--- src/rtl/queue_reader.sv ---
// Read-side master for the RAM-backed byte queue: pops a requested burst and
// presents it on a valid/ready stream through a 2-entry output buffer.
module queue_reader #(
    parameter int DW     = 8,
    parameter int CW     = 11,
    parameter int RD_LAT = 1
) (
    input  logic          clk,
    input  logic          rest_n,
    input  logic          start,
    input  logic [CW-1:0] len,
    output logic          q_en,
    output logic          q_rw,
    input  logic [DW-1:0] q_out,
    input  logic          q_empty,
    output logic [DW-1:0] m_data,
    output logic          m_valid,
    input  logic          m_ready,
    output logic          busy,
    output logic          done,
    output logic [CW-1:0] rd_cnt
);

    typedef enum logic [1:0] {IDLE, RUN, FLUSH, DONE} state_t;

    state_t          state_q, state_d;
    logic [CW-1:0]   remaining_q, remaining_d;
    logic [CW-1:0]   rd_cnt_q, rd_cnt_d;
    logic [RD_LAT-1:0] pipe_q, pipe_d;
    logic [DW-1:0]   head_q, head_d;
    logic [DW-1:0]   tail_q, tail_d;
    logic [1:0]      occ_q, occ_d;

    logic [1:0]      inflight;
    logic [2:0]      credit_use;
    logic            cap;
    logic            drain;
    logic            pop;

    assign m_valid = (occ_q != 2'd0);
    assign m_data  = head_q;
    assign q_en    = pop;
    assign q_rw    = 1'b0;
    assign busy    = (state_q == RUN) || (state_q == FLUSH);
    assign done    = (state_q == DONE);
    assign rd_cnt  = rd_cnt_q;

    // A byte drained this cycle frees its slot for a pop in the same cycle,
    // which is what sustains one byte per cycle with only two entries.
    always_comb begin
        inflight = 2'd0;
        for (int i = 0; i < RD_LAT; i++) begin
            inflight = inflight + {1'b0, pipe_q[i]};
        end
        cap        = pipe_q[RD_LAT-1];
        drain      = m_valid && m_ready;
        credit_use = {1'b0, occ_q} + {1'b0, inflight} - {2'b00, drain};
        pop        = (state_q == RUN) && (remaining_q != '0) && !q_empty
                     && (credit_use < 3'd2);
        pipe_d[0]  = pop;
        for (int i = 1; i < RD_LAT; i++) begin
            pipe_d[i] = pipe_q[i-1];
        end
    end

    always_comb begin
        state_d     = state_q;
        remaining_d = remaining_q;
        rd_cnt_d    = rd_cnt_q;
        case (state_q)
            IDLE: begin
                if (start) begin
                    remaining_d = len;
                    rd_cnt_d    = '0;
                    state_d     = (len == '0) ? DONE : RUN;
                end
            end
            RUN: begin
                if (pop) begin
                    remaining_d = remaining_q - CW'(1);
                    rd_cnt_d    = rd_cnt_q + CW'(1);
                    if (remaining_q == CW'(1)) begin
                        state_d = FLUSH;
                    end
                end
            end
            FLUSH: begin
                if ((inflight == 2'd0) && (occ_q == 2'd0)) begin
                    state_d = DONE;
                end
            end
            DONE:    state_d = IDLE;
            default: state_d = IDLE;
        endcase
    end

    // Two-entry shift FIFO: head is always the oldest byte.
    always_comb begin
        head_d = head_q;
        tail_d = tail_q;
        occ_d  = occ_q;
        case ({cap, drain})
            2'b10: begin
                if (occ_q == 2'd0) begin
                    head_d = q_out;
                end else begin
                    tail_d = q_out;
                end
                occ_d = occ_q + 2'd1;
            end
            2'b01: begin
                head_d = tail_q;
                occ_d  = occ_q - 2'd1;
            end
            2'b11: begin
                if (occ_q == 2'd1) begin
                    head_d = q_out;
                end else begin
                    head_d = tail_q;
                    tail_d = q_out;
                end
            end
            default: ;
        endcase
    end

    always_ff @(posedge clk or negedge rest_n) begin
        if (!rest_n) begin
            state_q     <= IDLE;
            remaining_q <= '0;
            rd_cnt_q    <= '0;
            pipe_q      <= '0;
            head_q      <= '0;
            tail_q      <= '0;
            occ_q       <= 2'd0;
        end else begin
            state_q     <= state_d;
            remaining_q <= remaining_d;
            rd_cnt_q    <= rd_cnt_d;
            pipe_q      <= pipe_d;
            head_q      <= head_d;
            tail_q      <= tail_d;
            occ_q       <= occ_d;
        end
    end

endmodule

--- config.mk ---
export PLATFORM = sky130hd
export DESIGN_NAME = queue_reader
export DESIGN_NICKNAME = d
export VERILOG_FILES = /design/src/rtl/queue_reader.sv
export SDC_FILE = /design/constraint.sdc
export NUM_CORES = 1
export LEC_CHECK = 0
export CAP_MARGIN = 20
export CORE_ASPECT_RATIO = 0.9
export CORE_UTILIZATION = 52
export CTS_CLUSTER_DIAMETER = 80
export DETAILED_ROUTE_END_ITERATION = 10
export PLACE_DENSITY = 0.8
export SLEW_MARGIN = 25
export SYNTH_ARGS = -nofsm -noshare
export SYNTH_HDL_FRONTEND = slang
export SYNTH_SLANG_ARGS = --single-unit
export TNS_END_PERCENT = 1
--- constraint.sdc ---
create_clock -name clk -period 3.5 [get_ports clk]
set_input_delay 0.7 -clock clk [delete_from_list [all_inputs] [get_ports clk]]
set_output_delay 0.7 -clock clk [all_outputs]
set_load 0.03 [all_outputs]
# --- After elaboration in Yosys (flattened, before gate mapping) ---
# Cells that the tools add are included.
word_totals:
  elab_cells: 69
  reg_bits: 43
  out_inout_bits: 24
classes:
  eq_ne: 15
  n_addsub: 6
  n_lt_le_gt_ge: 1
  reduce_logical: 21
  n_mux: 19
op_table:
  columns: ["operator", "n"]
  rows:
  - ["2-to-1 mux 11 bit", 4]
  - ["one-hot mux 11 bit (2 select lines)", 2]
  - ["2-to-1 mux 8 bit", 4]
  - ["one-hot mux 8 bit (3 select lines)", 1]
  - ["one-hot mux 8 bit (2 select lines)", 1]
  - ["adder 11 x 1 -> 11 bit (second input constant)", 1]
  - ["== test 11 x 1 -> 1 bit (second input constant)", 1]
  - ["logical NOT 11 bit", 1]
  - ["nonzero test 11 bit", 1]
  - ["subtractor 11 x 1 -> 11 bit (second input constant)", 1]
  - ["2-to-1 mux 2 bit", 5]
  - ["!= test 2 bit (second input constant)", 5]
  - ["== test 2 bit (second input constant)", 4]
  - ["one-hot mux 2 bit (4 select lines)", 1]
  - ["nonzero test 2 bit", 4]
  - ["== test 2 x 1 -> 1 bit (second input constant)", 3]
  - ["logical NOT 2 bit", 3]
  - ["AND reduction 3 bit", 2]
  - ["logical AND 1 bit", 5]
  - ["!= test 2 x 1 -> 1 bit (second input constant)", 2]
  - ["one-hot mux 2 bit (2 select lines)", 1]
  - ["AND reduction 4 bit", 1]
  - ["adder 2 x 1 -> 3 bit", 1]
  - ["< comparator 3 x 2 -> 1 bit (second input constant)", 1]
  - ["other kinds (7)", 7]

# --- Longest topological paths before layout ---
# Gate-level depths: netlist of run 1.
logic_depth:
  word_depth: 7
  ltp_mapped: 13
  ltp_nobuf: 11

# --- Least setup slack after synthesis of run 1 ---
# OpenSTA, ideal clock, no wires.
synth_timing:
  kind: "input to output"
  startpoint: "input m_ready"
  endpoint: "output q_en"
  path_buffers: 0
  path_slack_ns: 0.296
  cell_stages: 7
  arrival_time_ns: 2.504
  cell_sequence: "nor2b_1 ha_1 nand2b_1 fa_1 xor2_1 nor3_2 and2_1"
synth_between:
  elab_chain_cells: 4
synth_rtl:
  columns: ["element", "line", "text"]
  rows:
  - ["start: declaration", "18", "input logic m_ready,"]
  - ["logical AND 1 bit", "56", "drain = m_valid && m_ready;"]
  - ["subtractor 3 x 1 -> 3 bit", "57", "credit_use = {1'b0, occ_q} + {1'b0, inflight} - {2'b00, drain};"]
  - ["< comparator 3 x 2 -> 1 bit", "59", "&& (credit_use < 3'd2);"]
  - ["logical AND 1 bit", "59", null]
  - ["end: declaration", "12", "output logic q_en,"]
# No other way between the ends.

# --- Worst setup path after layout of run 1 ---
layout_timing:
  startpoint: "register occ_q[0]"
  endpoint: "output q_en"
layout_between:
  elab_chain_cells: 5
layout_rtl:
  columns: ["element", "line", "text"]
  rows:
  - ["start: declaration", "32", "logic [1:0] occ_q, occ_d;"]
  - ["start signal: assignment", "135", "occ_q <= 2'd0;"]
  - ["start signal: assignment", "143", "occ_q <= occ_d;"]
  - ["parallel branches: the longest is 2 deep, another holds adder 2 x 1 -> 3 bit", null, null]
  - ["subtractor 3 x 1 -> 3 bit *", "57", null]
  - ["< comparator 3 x 2 -> 1 bit *", "59", null]
  - ["logical AND 1 bit *", "59", null]
# Mark *: on every way between the ends.

==> results of run 1 <==
worst min path at each step:
stage,endpoint,depth (start not counted),slack [ns],startpoint
finish,occ_q[1]$_DFFE_PN0N_,1,0.37,rest_n
global route,tail_q[3]$_DFFE_PN0P_,1,0.43,rest_n
CTS,m_data[7]$_DFFE_PN0P_,2,0.49,m_data[7]$_DFFE_PN0P_
detailed placement,m_data[7]$_DFFE_PN0P_,2,0.47,m_data[7]$_DFFE_PN0P_
global placement,m_data[2]$_DFFE_PN0P_,2,0.46,m_data[2]$_DFFE_PN0P_
floorplan,cap$_DFF_PN0_,0,0.40,rest_n
where the power goes:
part | switching, mW | total (mW) | leakage (nW) | internal [mW]
sequential | 0.221 | 0.949 | 0.526 | 0.728
combinational | 1.02 | 1.89 | 0.820 | 0.868
clock | 0.189 | 0.332 | 0.0443 | 0.143
total | 1.43 | 3.17 | 1.39 | 1.74
repair_timing:
item                                    CTS  global route
cloned                                    0             0
endpoints found under the setup margin    1             9
buffers inserted                          3             3
resized for setup                         4            13
pin swaps                                 1             6
area by class of cell:
type | instances | area share [%]
inverters | 16 | 1.82
multi-input cells | 193 | 41.8
repair buffers | 63 | 18.4
clock inverters | 3 | 0.760
flip-flops and latches | 43 | 32.8
well taps | 62 | 2.36
clock buffers | 5 | 2.09
flip-flops by register name, summed over array words and instances, names as in the netlist:
signal and count:
rd_cnt 11, occ_q 2, m_data 8, state_q 2, tail_q 8, cap 1
remaining_q 11
per-layer routing:
layer / part of all wire, % / track usage (%) / vias to the layer above
met5: 0 / 0 / -
met2: 47 / 37.3 / 66
met4: 0.72 / 6.13 / 0
li1: - / - / 1070
met3: 5.3 / 5.07 / 6
met1: 47 / 31.9 / 999
cell usage after synthesis (2+ instances only):
| cell | number | area, um2 |
|---|---|---|
| nor2_1 | 7 | 26.3 |
| ha_1 | 13 | 163 |
| or4_1 | 3 | 22.5 |
| xnor2_1 | 2 | 17.5 |
| or3_1 | 6 | 37.5 |
| a2bb2oi_1 | 6 | 52.6 |
| nor3_2 | 3 | 30.0 |
| and2_1 | 2 | 12.5 |
| o21ai_1 | 8 | 40.0 |
| o211ai_1 | 3 | 22.5 |
| and3_1 | 3 | 18.8 |
| buf_4 | 3 | 22.5 |
| nand2_1 | 35 | 131 |
| a21oi_1 | 10 | 50.1 |
| o21ai_0 | 16 | 80.1 |
| mux2_2 | 8 | 90.1 |
| dfrtp_1 | 43 | 1080 |
| a22oi_1 | 9 | 67.6 |
| o22ai_1 | 5 | 31.3 |
| o22a_1 | 2 | 17.5 |
| mux2i_1 | 4 | 40.0 |
| clkbuf_1 | 5 | 18.8 |
| nor4_1 | 4 | 25.0 |
| nand2b_1 | 5 | 31.3 |
| inv_1 | 16 | 60.1 |
| nand4_1 | 3 | 18.8 |
| nand3_1 | 14 | 70.1 |
cells by family after synthesis:
group | Yosys count | share of synthesized area [%]
flops | 43 | 43.1
other cells | 1 | 0.150
buf+inv | 25 | 4.51
compound gates | 69 | 18.2
simple gates | 94 | 20.4
mux | 12 | 5.21
fa+ha+maj | 14 | 7.32
xor+xnor | 3 | 1.05
stage by stage:
step           hold WS (ns)  setup slack [ns]  instances  cell area [um2]
2_1_floorplan         0.404             0.296        261             2500
3_3_place_gp          0.460           -0.0564        371             3070
3_5_place_dp          0.470            -0.165        371             3070
4_1_cts               0.490          0.000714        382             3200
5_1_grt               0.428         -0.000461        385             3290
6_report              0.371             0.128        385             3290
==> results.cfg, run 1 <==
[synthesis]
yosysWarnings = 0
synth_edf_count = 0
synth-main-ff-cell = dfrtp_1
synth_seq_cells = 43
netlist_area_mm2 = 0.00250
synth-seq-area-share_pct = 43.1
syn_nets = 299
synth_cell_types = 50
syn_area_per_cell_um2 = 9.56
synthArstFlopShare_pct = 100
syn_inst = 261

[layout]
multi_input_area_mm2 = 0.00138
layout_commonest_cell = clkdlybuf4s50_1
syn_to_final_growth_pct = 31.9
post-route-util_pct = 72.9
drive_gt1_share_pct = 16.7
mostFrequentLayoutCells = 43 x clkdlybuf4s50_1, 41 x dfrtp_1, 34 x nand2_1
fillers = 345
final_nets = 360
regArea_mm2 = 0.00108
antenna-diode-count = 0

[timing]
finClkSkew_ns = 0.00807
setup_viol = 0
worst_slew_pin_slew_ns = 0.593
finalHoldViolCount = 0
period_needed_ns = 3.37
period_share_pct = 96.3
tns_ns = 0
slew_headroom_pct = 59.3
fmax_mhz = 297
slew_viol_final = 0

[critical_path]
rr_startpoint = occ_q[0]$_DFFE_PN0N_
reg2regPathDepth = 13
r2r-end = remaining_q[10]$_DFFE_PN0P_
critPathSlowestCell = dfrtp_2
critPathLaunchType = flop
cp.depth = 10
cp-endpoint = q_en
crit_start = occ_q[0]$_DFFE_PN0N_
critPathBufInv = 2
path_delay_family = adder cells
endpoint_kind = output pin
crit_fanout = 4
cp_slowest_stage_delay_ns = 0.43
crit_arrival_ns = 2.67
path_cells = inv_1 -> ha_1 -> nor2b_4 -> ha_4 -> nand2b_4 -> fa_2 -> xor2_4 -> nor3_4 -> and2_4 -> buf_6
reg2reg_slack_ns = 0.22
crit_required_ns = 2.80
critPathKind = flop to output pin

[routing]
dr.pass1.iters = 4
wire_per_inst_um = 14.1
drt.antenna.violating_nets = 0
drt-initial-drc-count = 124
vias = 2141
wl_um = 5420
route.detailed.drc = 0
vias_per_cell = 5.56

[die]
die_h_um = 67.7
dieArea_mm2 = 0.00508
pin_count = 48
core_area_mm2 = 0.00452
start_util_pct = 55.2
fp.dieW_um = 75.0
rows = 23

[grt]
grt_max_degree = 44
grt_pass1_wl_um = 8860
first_global_vias = 1932
grt_overflow_total = 0
grt_usage_pct = 23.3
antenna_found_initial = 0

[power]
ir_drop_mv = 0.463
power_density_mw_per_mm2 = 963
total_power_mw = 3.17
p_leak_nw = 1.39

[clock_network]
clock_path_buffers = 2
cts-root-buf = clkbuf_8
clkLatencyLatePin_ns = 0.30
path_clk_slew_ns = 0.09
cts_made_buffers = 5
cts_tree = done
cts.sinks = 43
h-tree-depth = 2
cts-hold-fix-buffers = 0

[placement]
dp_hpwl_um = 3810
place.gp.congestion = 0.847
io_buffer_count = 46

[status]
status = completed

[flow_run]
cap_violations = 0

[worst_hold_path]
worstHoldPathType = input port to async pin
Note: power is estimated with default switching activity, not from simulation.
==> run 2, diff against run 1 <==
CAP_MARGIN = 10   (was 20)
==> results of run 2 <==
Same layout as run 1: the final DEF is identical, and so are final timing and power.
